==> src/rtl/uart_pkg.sv <==
// Shared UART receiver types and bit-timing helper.
package uart_pkg;

  typedef enum logic [1:0] {
    IDLE,
    START,
    DATA,
    STOP
  } rx_state_t;

  function automatic int unsigned clks_per_bit(input int unsigned clk_freq,
                                               input int unsigned baud_rate);
    return clk_freq / baud_rate;
  endfunction

endpackage

==> src/rtl/sync_fifo.sv <==
// Generic circular-buffer FIFO with push/overflow on the write side and valid/ready pop.
module sync_fifo #(
  parameter int unsigned WIDTH = 8,
  parameter int unsigned DEPTH = 4
) (
  input  logic             clk,
  input  logic             rst,
  input  logic [WIDTH-1:0] push_data,
  input  logic             push,
  output logic             overflow,
  output logic [WIDTH-1:0] pop_data,
  output logic             valid,
  input  logic             ready
);

  localparam int unsigned AW = $clog2(DEPTH);

  logic [WIDTH-1:0] mem [DEPTH];
  logic [AW:0]      wr_ptr;
  logic [AW:0]      rd_ptr;
  logic             empty;
  logic             full;
  logic             pop;
  logic             wr_en;

  assign empty    = (wr_ptr == rd_ptr);
  assign full     = (wr_ptr[AW] != rd_ptr[AW]) && (wr_ptr[AW-1:0] == rd_ptr[AW-1:0]);
  assign valid    = !empty;
  assign pop      = valid && ready;
  // A pop in the same cycle frees the slot, so a push into a full FIFO is still accepted.
  assign wr_en    = push && (!full || pop);
  assign pop_data = mem[rd_ptr[AW-1:0]];

  always_ff @(posedge clk) begin
    if (rst) begin
      wr_ptr   <= '0;
      rd_ptr   <= '0;
      overflow <= 1'b0;
      for (int unsigned i = 0; i < DEPTH; i++) begin
        mem[i] <= '0;
      end
    end else begin
      if (wr_en) begin
        mem[wr_ptr[AW-1:0]] <= push_data;
        wr_ptr              <= wr_ptr + (AW+1)'(1);
      end
      if (pop) begin
        rd_ptr <= rd_ptr + (AW+1)'(1);
      end
      overflow <= push && full && !pop;
    end
  end

endmodule

==> src/rtl/uart_rx_fifo.sv <==
// 8N1 UART receiver with majority-filtered sampling feeding a byte FIFO.
module uart_rx_fifo
  import uart_pkg::*;
#(
  parameter int unsigned CLK_FREQ   = 50_000_000,
  parameter int unsigned BAUD_RATE  = 115_200,
  parameter int unsigned FIFO_DEPTH = 4
) (
  input  logic       clk_i,
  input  logic       rst_i,
  input  logic       uart_rxd,
  output logic [7:0] rx_data_o,
  output logic       rx_valid_o,
  input  logic       rx_ready_i,
  output logic       frame_err_o,
  output logic       break_o,
  output logic       overflow_o,
  output logic       rx_busy_o
);

  localparam int unsigned CPB = clks_per_bit(CLK_FREQ, BAUD_RATE);
  localparam int unsigned TW  = $clog2(CPB);
  localparam logic [TW-1:0] T_FULL = TW'(CPB - 1);
  localparam logic [TW-1:0] T_HALF = TW'(CPB / 2 - 1);

  logic          sync1;
  logic          sync2;
  logic [2:0]    taps;
  logic          sample;
  logic          prev_sample;
  rx_state_t     state;
  logic [TW-1:0] timer;
  logic [2:0]    idx;
  logic [7:0]    shreg;
  logic          push;

  assign sample    = (taps[0] & taps[1]) | (taps[0] & taps[2]) | (taps[1] & taps[2]);
  assign push      = (state == STOP) && (timer == T_FULL) && sample;
  assign rx_busy_o = (state != IDLE);

  // After a bad stop bit the line may still be low; prev_sample stays 0 until the line
  // is seen high, so a held break cannot re-trigger a frame.
  always_ff @(posedge clk_i) begin
    if (rst_i) begin
      sync1       <= 1'b1;
      sync2       <= 1'b1;
      taps        <= 3'b111;
      prev_sample <= 1'b1;
      state       <= IDLE;
      timer       <= '0;
      idx         <= '0;
      shreg       <= '0;
      frame_err_o <= 1'b0;
      break_o     <= 1'b0;
    end else begin
      sync1       <= uart_rxd;
      sync2       <= sync1;
      taps        <= {taps[1:0], sync2};
      prev_sample <= sample;
      frame_err_o <= 1'b0;
      break_o     <= 1'b0;
      case (state)
        IDLE: begin
          if (prev_sample && !sample) begin
            state <= START;
            timer <= '0;
          end
        end
        START: begin
          if (timer == T_HALF) begin
            timer <= '0;
            idx   <= '0;
            state <= sample ? IDLE : DATA;
          end else begin
            timer <= timer + TW'(1);
          end
        end
        DATA: begin
          if (timer == T_FULL) begin
            timer <= '0;
            shreg <= {sample, shreg[7:1]};
            if (idx == 3'd7) begin
              state <= STOP;
            end else begin
              idx <= idx + 3'd1;
            end
          end else begin
            timer <= timer + TW'(1);
          end
        end
        STOP: begin
          if (timer == T_FULL) begin
            timer <= '0;
            state <= IDLE;
            if (!sample) begin
              frame_err_o <= 1'b1;
              break_o     <= (shreg == 8'h00);
            end
          end else begin
            timer <= timer + TW'(1);
          end
        end
        default: state <= IDLE;
      endcase
    end
  end

  sync_fifo #(
    .WIDTH (8),
    .DEPTH (FIFO_DEPTH)
  ) u_fifo (
    .clk       (clk_i),
    .rst       (rst_i),
    .push_data (shreg),
    .push      (push),
    .overflow  (overflow_o),
    .pop_data  (rx_data_o),
    .valid     (rx_valid_o),
    .ready     (rx_ready_i)
  );

endmodule

==> config.mk <==
export PLATFORM = sky130hd
export DESIGN_NAME = uart_rx_fifo
export DESIGN_NICKNAME = d
export VERILOG_FILES = /design/src/rtl/uart_pkg.sv /design/src/rtl/sync_fifo.sv /design/src/rtl/uart_rx_fifo.sv
export SDC_FILE = /design/constraint.sdc
export NUM_CORES = 1
export LEC_CHECK = 0
export ABC_CLOCK_PERIOD_IN_PS = 3480
export CAP_MARGIN = 20
export CORE_MARGIN = 2
export CORE_UTILIZATION = 54
export CTS_CLUSTER_DIAMETER = 120
export DETAILED_ROUTE_END_ITERATION = 8
export PLACE_DENSITY = 0.71
export SETUP_SLACK_MARGIN = 0.1
export SYNTH_ARGS = -nofsm -noshare
export SYNTH_HDL_FRONTEND = slang
export SYNTH_SLANG_ARGS = --single-unit
==> constraint.sdc <==
create_clock -name clk_i -period 3.48 [get_ports clk_i]
set_clock_uncertainty 0.15 [all_clocks]
set_input_delay 0.522 -clock clk_i [delete_from_list [all_inputs] [get_ports clk_i]]
set_output_delay 0.522 -clock clk_i [all_outputs]
set_load 0.02 [all_outputs]
Word-level counts from Yosys, hierarchy flattened. Memory sizes are Yosys's and may differ from the RTL's. A register that Yosys moved wholly into a read port is not among the register bits. Cells that the tools add are included.

Bitwise gates (word level): 7. Add/subtract/negate cells: 4. Reductions and logical operators: 24. Muxes and demuxes: 26. Eq/ne operators: 15.

Operators by type and width (number): 2-to-1 mux 9 bit (3); one-hot mux 9 bit (3 select lines) (1); 2-to-1 mux 2 bit (9); inequality test 2 bit (second input constant) (5); adder 3 x 1 -> 3 bit (second input constant) (3); adder 9 x 1 -> 9 bit (second input constant) (1); equality test 9 x 8 -> 1 bit (second input constant) (1); equality test 9 bit (second input constant) (1); 2-to-1 mux 3 bit (3); logical AND 1 bit (8); zero test 8 bit (1); 2-to-1 mux 8 bit (1); one-hot mux 2 bit (4 select lines) (1); OR reduction 8 bit (1); 2-to-1 mux 1 bit (7); one-hot mux 3 bit (2 select lines) (1); AND reduction 5 bit (1); equality test 2 bit (second input constant) (2); zero test 1 bit (4); AND reduction 4 bit (1); nonzero test 2 bit (2); OR reduction 4 bit (1); bitwise AND 1 bit (3); equality test 3 bit (1); other kinds (12) (14).

Register bits after elaboration: 37. Input port bits: 4. Word-level logic and storage cells: 90. Memories kept: 1. Memory bits (writable): 32. Output and inout port bits: 13.

Memory list: u_fifo.mem (depth 4, width 8, rd ports 1, clocked after Yosys merged registers in 1, write ports 4, line sync_fifo.sv:18) `logic [WIDTH-1:0] mem [DEPTH];`.

Logic depth before layout (Yosys ltp). Gate-level depths: netlist of run 1.

Depth after elaboration: 10. Depth in mapped cells: 7. Mapped depth without buffers: 6.

By module. A second synthesis of run 1 with hierarchy kept.

Cell total of the unflattened synthesis: 290. Area, all modules: 3392.0 um^2.

By module, submodules not included: sync_fifo (cells each 145, instances 1, area an instance 2037.0 um^2); uart_rx_fifo (cells each 145, instances 1, area an instance 1355.0 um^2).

Least setup slack after synthesis of run 1. Ideal clock, no wire load.

Path kind: register -> register. From: reg timer[0]. To: mem u_fifo.mem[0][0] (enable). Required time: 2.943 ns. Stages on the path, launching flop included: 7. Arrival: 2.324 ns. Setup slack: 0.619 ns. Period minus slack after synthesis: 2.861 ns. Buffers on the path: 1. Path through: dfxtp_1 ha_1 and4b_1 nand4_1 or3b_1 buf_2 o31ai_1.

RTL lines: start, declared (line uart_rx_fifo.sv:32) `logic [TW-1:0] timer;`; start signal, assigned (line uart_rx_fifo.sv:75) `timer <= timer + TW'(1);`; start signal, assigned (line uart_rx_fifo.sv:88) `timer <= timer + TW'(1);`; start signal, assigned (line uart_rx_fifo.sv:100) `timer <= timer + TW'(1);`; end, declared (line sync_fifo.sv:18).

==> results of run 1 <==
[flip-flops by register name, indices dropped and copies added, names as in the netlist, named ones only]
signal and count:
timer 9, frame_err_o 1, taps 3, sync1 1
u_fifo.rd_ptr 3, state 1, prev_sample 1, break_o 1
sync2 1, u_fifo.wr_ptr 3, u_fifo.overflow 1, shreg 8
u_fifo.mem 32, idx 3
[cells by family (layout without fill, tap and decap cells)]
group | count (synthesis) | in the layout | synth area share, %
AND/OR/NAND/NOR | 129 | 129 | 22.46
flip-flops | 71 | 71 | 52.73
AO/OA/AOI/OAI | 39 | 39 | 7.993
buffers and inverters | 26 | 49 | 3.219
multiplexers | 19 | 19 | 8.788
adder cells (fa/ha/maj) | 8 | 8 | 2.954
XOR/XNOR | 7 | 7 | 1.856
[worst paths after layout]
| check | slack, ns | depth (start not counted) | endpoint | start |
|---|---|---|---|---|
| hold / removal | 0.26 | 1 | taps[0] | sync2 |
| setup reg to reg | 0.82 | 5 | u_fifo.mem[1][4] | u_fifo.wr_ptr[1] |
| hold reg to reg | 0.26 | 1 | taps[0] | sync2 |
| setup / recovery | 0.62 | 2 | rx_data_o[1] | flop |
[per-layer routing]
| metal | track usage, % | wire length (µm) | share of wire [%] |
|---|---|---|---|
| met5 | 0 | 0 | 0 |
| met4 | 11.83 | 136 | 2.0 |
| met3 | 4.348 | 231 | 3.3 |
| met2 | 39.44 | 3571 | 52 |
| met1 | 27.79 | 2960 | 43 |
[layout make-up]
| cell class | instances | area (µm²) | share of cell area, % |
|---|---|---|---|
| well taps | 75 | 93.84 | 2.478 |
| inverters | 9 | 33.78 | 0.8920 |
| multi-input cells | 202 | 1455 | 38.42 |
| clock buffers | 9 | 123.9 | 3.271 |
| clock inverters | 7 | 118.9 | 3.138 |
| repair buffers | 24 | 220.2 | 5.814 |
| flip-flops and latches | 71 | 1742 | 45.99 |
[metrics by stage]
step	std cells	worst slack, ns	hold slack (ns)
floorplan	299	0.6194	0.2395
global placement	381	0.8446	0.2427
detailed placement	381	0.7866	0.2445
CTS	397	0.5763	0.2616
global route	397	0.5302	0.2717
finish	397	0.6245	0.2604
[cells in the mapped netlist, drive strengths merged (2+ instances only)]
library cell,number,area (µm²)
nand4,3,33.78
nor2,24,90.09
xor2,5,43.79
o31ai,6,45.04
or2,6,37.54
o21ai,8,40.04
o211ai,3,22.52
nand4b,4,35.03
and4,4,35.03
nand2,17,63.81
nand2b,3,18.77
mux2i,11,110.1
ha,7,87.58
nand3,18,90.09
dfxtp,39,780.8
edfxtp,32,960.9
mux4,8,180.2
clkbuf,11,43.79
xnor2,2,17.52
and2,24,150.1
inv,9,33.78
nor4,7,50.05
o21a,2,15.01
nor3,8,45.04
o2111ai,3,26.28
buf,6,28.77
a21oi,8,40.04
or4,2,15.01
[power by group through the flow]
| stage | Clock, W | Sequential [W] | Combinational, W |
|---|---|---|---|
| after detailed placement | 0 | 0.000917 | 0.0000539 |
| after CTS | 0.000817 | 0.000898 | 0.0000543 |
| final | 0.000801 | 0.000898 | 0.0000539 |
| after floorplan | 0 | 0.000911 | 0.0000319 |
| after global routing | 0.000844 | 0.000900 | 0.0000592 |
| after global placement | 0 | 0.000917 | 0.0000532 |
==> reports/qor.yml, run 1 <==
grt:
  number_of_global_route_vias_before_repair: 2234
  grt_max_degree: 36
  globalRouteOverflowTotal: 0
  antenna_violations_before_repair: 0
  grt_util_all_layers_pct: 23.13
  grt_first_pass_wirelength_um: 11240
cells_and_area:
  post_synthesis_to_final_layout_area_growth_pct: 14.66
  n_fill_cell: 468
  final_common_cell: "dfxtp_1"
  layout.cell_area.non_filler_mm2: 0.003787
  core_utilization_of_the_finished_layout_pct: 63.97
  finish.net_count: 328
  most-common-layout-cells: "dfxtp_1 (39), edfxtp_1 (32), nor2_1 (24), and2_1 (24), nand3_1 (18)"
  share_of_post_route_cells_with_drive_strength_above_1_pct: 12.73
  num_antenna_cells: 0
synthesis:
  prevailing_post_synth_register_cell: "dfxtp_1"
  ys_types: 52
  synth_sequential_area_ratio_pct: 52.73
  synth-edff-count: 32
  syn_avg_cell_area_um2: 11.05
  synth.net_count: 310
  syn_area_mm2: 0.003303
  ys_ff_latch: 71
  netlist_instances: 299
  yosysWarnings: 0
  synth-async-reset-ratio_pct: 0
routing:
  drt-initial-drc-count: 132
  route.vias.total: 2303
  drcViolationCount: 0
  drt-vias-per-instance: 5.801
  wl_per_cell_um: 17.38
  totalWireLength_um: 6899
  ant_nets: 0
  detailedRoute.firstPassIterationCount: 4
timing:
  timing.final.crit_share_pct: 82.06
  layout_min_cycle_time_ns: 2.856
  setup_tns_ns: 0
  max_slew_violation_count: 0
  final_hold_viol_count: 0
  timing.slew.headroom_pct: 33.00
  grt_setup_unrepaired: "no"
  maxClockFrequency_ghz: 0.3502
  final_setup_violation_count: 0
  worst_slew_pin_slew_ns: 0.9958
pwr:
  intPower_w: 0.001392
  clockPowerShare_pct: 45.7
  p_comb_share_pct: 3.1
  vdd.ir_drop.worst_mv: 0.2602
  power_leakage_nw: 1.320
  final_total_power_w: 0.001753
  power.switching_fraction_pct: 20.61
  switching_power_w: 0.0003614
  power.density_mw_per_mm2: 462.9
  seq_power_share_pct: 51.2
clocking:
  postCtsSetupBuffers: 0
  clock_sinks: 71
  cts_max_level: 3
  cts-hold-fix-buffers: 0
  cts_inserted_buffers: 9
  clk_pin_slew_worst_paths_ns: 0.08
  clk-insertion-delay-late_ns: 0.35
  cts_root_buf: "clkbuf_8"
  cts_tree: "built"
  ctsResizeCount: 0
  max-clock-path-buffers: 2
floorplan:
  floorplan.rows: 28
  floorplan.initialDensity_pct: 55.79
  die_h_um: 82.21
  die_area_mm2: 0.006758
  fp.coreArea_mm2: 0.005921
  top_level_ports: 17
  die-width_um: 82.21
worst_setup_path:
  cell_with_the_largest_stage_delay_on_the_worst_path: "dfxtp_1"
  critical_path_class: "flop to output pin"
  crit_path_cell_trace: "mux4_2 -> clkdlybuf4s50_1"
  required_ns: 2.81
  path_max_fanout: 8
  cp_top_family: "flip-flops"
  timing.critical_path.to_type: "output pin"
  critPathMaxStageDelay_ns: 0.67
  cp.arrival_ns: 2.18
  path_buf_inv: 1
  cp_startpoint_kind: "flop"
run:
  max_capacitance_violation_total: 0
placement:
  numPortBuffers: 16
  dpl.hpwl_um: 4715
  finalWeightedCongestion: 0.8305
  dpl_cell_area_mm2: 0.003545
worst_hold_path:
  timing.hold.worst.class: "flop to flop"
outcome:
  status: "complete, no violations"
Note: power is estimated with default switching activity, not from simulation.
==> run 2: changes to the inputs <==
Settings changed: ABC_CLOCK_PERIOD_IN_PS 3480 to 2900.
Clock period 3.48 ns to 2.9 ns, I/O delays scaled along.
==> reports/qor.yml, run 2 (same netlist as run 1, synthesis figures left out) <==
routing:
  ant_nets: 0
  detailroute.wirelength.met2_um: 3341
  detailedRoute.firstPassIterationCount: 5
  route.vias.total: 2336
  detail_route.wirelength.met1_um: 3051
  top_signal_layer_used: "met4"
  drcViolationCount: 0
  drt-vias-per-instance: 5.797
  wl_per_cell_um: 16.96
  totalWireLength_um: 6833
  drt-initial-drc-count: 193
  route.met3.wl_um: 234
clocking:
  cts-hold-fix-buffers: 0
  cts_tree: "built"
  clock_sinks: 71
  cts_inserted_buffers: 9
  clk-insertion-delay-late_ns: 0.34
  cts_root_buf: "clkbuf_8"
  cts_max_level: 3
  clk_pin_slew_worst_paths_ns: 0.08
  max-clock-path-buffers: 2
grt:
  number_of_global_route_vias_before_repair: 2206
  antenna_violations_before_repair: 0
  grt_max_degree: 36
  grt_first_pass_wirelength_um: 11060
  grt_util_all_layers_pct: 22.33
  globalRouteOverflowTotal: 0
worst_setup_path:
  path_buf_inv: 0
  crit_path_cell_trace: "ha_1 -> and4b_1 -> nand4_4 -> nor4_1 -> and2_1"
  timing.critical_path.to_type: "flop"
  cp_startpoint_kind: "flop"
  required_ns: 2.95
  path_max_fanout: 8
  cp.arrival_ns: 2.64
  critical_path_class: "flop to flop"
  cell_with_the_largest_stage_delay_on_the_worst_path: "nor4_1"
  critPathMaxStageDelay_ns: 0.89
  cp_top_family: "simple AND/OR/NAND/NOR gates"
run:
  max_capacitance_violation_total: 0
cells_and_area:
  share_of_post_route_cells_with_drive_strength_above_1_pct: 14.94
  instances_no_fill: 403
  core_utilization_of_the_finished_layout_pct: 64.03
  finish.net_count: 334
  largest_reg_flops: 32
  reg.largest.list: "u_fifo.mem (32), timer (9), shreg (8)"
  num_antenna_cells: 0
  post_synthesis_to_final_layout_area_growth_pct: 14.77
  layout.cell_area.non_filler_mm2: 0.003791
  most-common-layout-cells: "dfxtp_1 (38), edfxtp_1 (32), nor2_1 (24), and2_1 (24), nand3_1 (18)"
  final_common_cell: "dfxtp_1"
  regMostFlops: "u_fifo.mem"
timing:
  maxClockFrequency_ghz: 0.3863
  final_hold_viol_count: 0
  final_setup_violation_count: 0
  timing.slew.headroom_pct: 32.57
  grt_setup_unrepaired: "no"
  worst_slew_pin_slew_ns: 1.002
  setup_tns_ns: 0
  max_slew_violation_count: 0
  layout_min_cycle_time_ns: 2.589
  timing.final.crit_share_pct: 89.26
placement:
  dpl.cell_count: 387
  numPortBuffers: 16
  finalWeightedCongestion: 0.7938
  dpl.hpwl_um: 4783
  dpl_cell_area_mm2: 0.003590
floorplan:
  fp.coreArea_mm2: 0.005921
  die-width_um: 82.21
  floorplan.rows: 28
  floorplan.initialDensity_pct: 55.79
  die_area_mm2: 0.006758
  die_h_um: 82.21
  top_level_ports: 17
pwr:
  switching_power_w: 0.0004204
  vdd.ir_drop.worst_mv: 0.3207
  power_leakage_nw: 1.334
  seq_power_share_pct: 55.8
  clockPowerShare_pct: 40.9
  power.switching_fraction_pct: 21.74
  power.density_mw_per_mm2: 510.0
  p_comb_share_pct: 3.4
  intPower_w: 0.001513
outcome:
  status: "complete, no violations"
worst_hold_path:
  timing.hold.worst.class: "flop to flop"
-- run 2: what timing repair did --
action | CTS | global route
resized for setup | 0 | 2
setup buffers | 0 | 0
setup endpoints to repair | 0 | 40
-- run 2: path summary, 6_finish.rpt --
| check | startpoint | endpoint | slack, ns | cells after the start |
|---|---|---|---|---|
| max | timer[0] | u_fifo.mem[1][3] | 0.31 | 5 |
| min reg2reg | sync2 | taps[0] | 0.26 | 1 |
| min | sync2 | taps[0] | 0.26 | 1 |
| max reg2reg | timer[0] | u_fifo.mem[1][3] | 0.31 | 5 |
-- run 2: layout make-up --
cell class / instances / area, µm²
tap: 75 / 93.84
multi-input combinational: 202 / 1458
clock inverter: 6 / 60.06
clock buffer: 10 / 137.6
sequential: 71 / 1743
inverter: 9 / 33.78
fill: 467 / 2130
timing repair buffer: 30 / 265.3
-- run 2: stage by stage --
stage / total power [W] / setup slack [ns] / hold WS, ns
after floorplan: 0.001132 / 0.03944 / 0.2395
after global placement: 0.001166 / 0.3417 / 0.2427
after detailed placement: 0.001167 / 0.2186 / 0.2429
after CTS: 0.001940 / 0.1326 / 0.2621
after global routing: 0.001988 / 0.1662 / 0.2807
final: 0.001934 / 0.3114 / 0.2608
-- run 2: power groups by stage --
stage	sequential [W]	combinational, W	clock [W]
6_report	0.00108	0.0000655	0.000790
5_1_grt	0.00108	0.0000718	0.000837
4_1_cts	0.00108	0.0000663	0.000796
3_5_place_dp	0.00110	0.0000663	0
3_3_place_gp	0.00110	0.0000653	0
2_1_floorplan	0.00109	0.0000383	0
-- run 2: per-layer routing --
metal	vias to the layer above	GRT usage [%]
met1	1116	27.41
met4	0	11.83
li1	1148	-
met2	56	36.85
met3	16	4.674
met5	-	0
==> run 3: changes to the inputs <==
Settings changed: ABC_CLOCK_PERIOD_IN_PS 2900 to 2400, CELL_PAD_IN_SITES_DETAIL_PLACEMENT set to 0, CELL_PAD_IN_SITES_GLOBAL_PLACEMENT set to 2, CORE_UTILIZATION 54 to 40, PLACE_DENSITY 0.71 to 0.77, SETUP_SLACK_MARGIN 0.1 to unset.
Clock period 2.9 ns to 2.4 ns, I/O delays scaled along.
==> reports/qor.yml, run 3 (same netlist as run 1, synthesis figures left out) <==
worst_setup_path:
  worstReg2RegStart: "timer[6]"
  cp_top_family: "simple AND/OR/NAND/NOR gates"
  setup.reg_to_reg.worst_slack_ns: 0.1
  timing.critical_path.to_type: "flop"
  cp.arrival_ns: 2.21
  critical_path.startpoint: "timer[6]"
  required_ns: 2.31
  critPathMaxStageDelay_ns: 0.52
  critical_path_class: "flop to flop"
  crit_path_cell_trace: "and4bb_2 -> nand4_1 -> or3b_4 -> o31ai_4 -> buf_12"
  cell_with_the_largest_stage_delay_on_the_worst_path: "or3b_4"
  path_buf_inv: 1
  path_max_fanout: 8
  cp_startpoint_kind: "flop"
pwr:
  switching_power_w: 0.0005602
  seq_power_share_pct: 52.2
  vdd.ir_drop.worst_mv: 0.3180
  power_leakage_nw: 1.493
  intPower_w: 0.001929
  power.density_mw_per_mm2: 604.9
  power.switching_fraction_pct: 22.51
  p_comb_share_pct: 3.7
  clockPowerShare_pct: 44.1
outcome:
  status: "complete, no violations"
grt:
  grt_util_all_layers_pct: 17.88
  grt_first_pass_wirelength_um: 11850
  number_of_global_route_vias_before_repair: 2239
  use_met2_pct: 25.12
  groute.layer.met1.usage_pct: 26.46
  grt_max_degree: 24
  antenna_violations_before_repair: 0
  top_usage_layer: "met1"
  global_route.usage.met3_pct: 3.911
  globalRouteOverflowTotal: 0
routing:
  drt-initial-drc-count: 139
  drcViolationCount: 0
  drt-vias-per-instance: 5.253
  ant_nets: 0
  wl_per_cell_um: 16.30
  detailedRoute.firstPassIterationCount: 4
  totalWireLength_um: 7351
  route.vias.total: 2369
floorplan:
  fp.coreArea_mm2: 0.008093
  die_h_um: 94.88
  floorplan.rows: 33
  floorplan.initialDensity_pct: 40.82
  die-width_um: 94.88
  die_area_mm2: 0.009001
  top_level_ports: 17
cells_and_area:
  final_common_cell: "dfxtp_1"
  reg.largest.list: "u_fifo.mem (32), timer (9), shreg (8)"
  largest_reg_flops: 32
  num_antenna_cells: 0
  multi_input_comb_area_mm2: 0.001546
  layout.cell_area.non_filler_mm2: 0.004115
  post_synthesis_to_final_layout_area_growth_pct: 24.58
  regMostFlops: "u_fifo.mem"
  core_utilization_of_the_finished_layout_pct: 50.85
  finish.net_count: 352
  register_area_mm2: 0.001743
  n_fill_cell: 761
  share_of_post_route_cells_with_drive_strength_above_1_pct: 22.83
  most-common-layout-cells: "dfxtp_1 (38), edfxtp_1 (32), buf_4 (28)"
timing:
  final_hold_viol_count: 0
  layout_min_cycle_time_ns: 2.304
  worst_slew_pin_slew_ns: 0.6135
  timing.slew.headroom_pct: 58.76
  worst_slack_ns: 0.09562
  max_slew_violation_count: 0
  maxClockFrequency_ghz: 0.4340
  grt_setup_unrepaired: "no"
  timing.final.crit_share_pct: 96.02
  final_setup_violation_count: 0
worst_hold_path:
  timing.hold.worst.class: "flop to flop"
  hold_path.startpoint: "sync1"
placement:
  pre_cts_ws_ns: -0.1052
  dpl_cell_area_mm2: 0.003825
  dpl.hpwl_um: 5123
  numPortBuffers: 16
  finalWeightedCongestion: 0.7823
clocking:
  cts_inserted_buffers: 9
  cts_tree: "built"
  max-clock-path-buffers: 2
  clock_sinks: 71
  cts_root_buf: "clkbuf_8"
  cts-hold-fix-buffers: 0
  clk-insertion-delay-late_ns: 0.35
  cts_max_level: 3
  clk_pin_slew_worst_paths_ns: 0.09
run:
  max_capacitance_violation_total: 0
run 3: cell count changes in the layout (fill, tap and decap cells not counted), moves of 2 or more:
cell,change
buf_12,+3
buf_4,+14
clkdlybuf4s50_1,-9
clkinv_2,-2
dlygate4sd2_1,+8
inv_6,+3
o31ai_1,-4
o31ai_4,+4
run 3: cell type report:
type                       instances  share of cell area (%)
sequential                        71                   42.35
multi-input combinational        202                   37.58
timing repair buffer              48                   10.55
tap                              105                   3.192
clock buffer                       9                   3.010
clock inverter                     7                   2.493
inverter                           9                  0.8209
run 3: power by group through the flow:
stage | registers, W | logic, W | clock network, W
final | 0.00130 | 0.0000915 | 0.00110
after global routing | 0.00130 | 0.0000978 | 0.00117
after CTS | 0.00130 | 0.0000915 | 0.00111
after detailed placement | 0.00133 | 0.0000926 | 0
after global placement | 0.00133 | 0.0000923 | 0
after floorplan | 0.00132 | 0.0000507 | 0
run 3: final timing paths:
| check | endpoint | cells after the start |
|---|---|---|
| max | u_fifo.mem[1][1] | 5 |
| min reg2reg | sync2 | 1 |
| max reg2reg | u_fifo.mem[1][1] | 5 |
| min | sync2 | 1 |
run 3: repair_timing:
action,CTS,global route
resized for setup,10,7
buffers inserted,1,2
pin swaps,2,5
endpoints found under the hold margin,0,0
setup endpoints to repair,34,27
run 3: through the flow:
| step | setup TNS [ns] | hold slack (ns) | instances | power [W] |
|---|---|---|---|---|
| 6_report | 0 | 0.2612 | 451 | 0.002489 |
| 5_1_grt | 0 | 0.2702 | 451 | 0.002567 |
| 4_1_cts | 0 | 0.2625 | 449 | 0.002506 |
| 3_5_place_dp | -1.538 | 0.2429 | 432 | 0.001420 |
| 3_3_place_gp | -0.08351 | 0.2436 | 432 | 0.001420 |
| 2_1_floorplan | 0 | 0.2395 | 299 | 0.001372 |
run 3: layer usage:
layer  share of wire (%)  routed length [µm]  up-vias
met2                  44                3229       48
met3                 4.1                 304        8
met5                   0                   0        -
li1                    -                   -     1187
met4                 1.4                 105        0
met1                  50                3711     1126
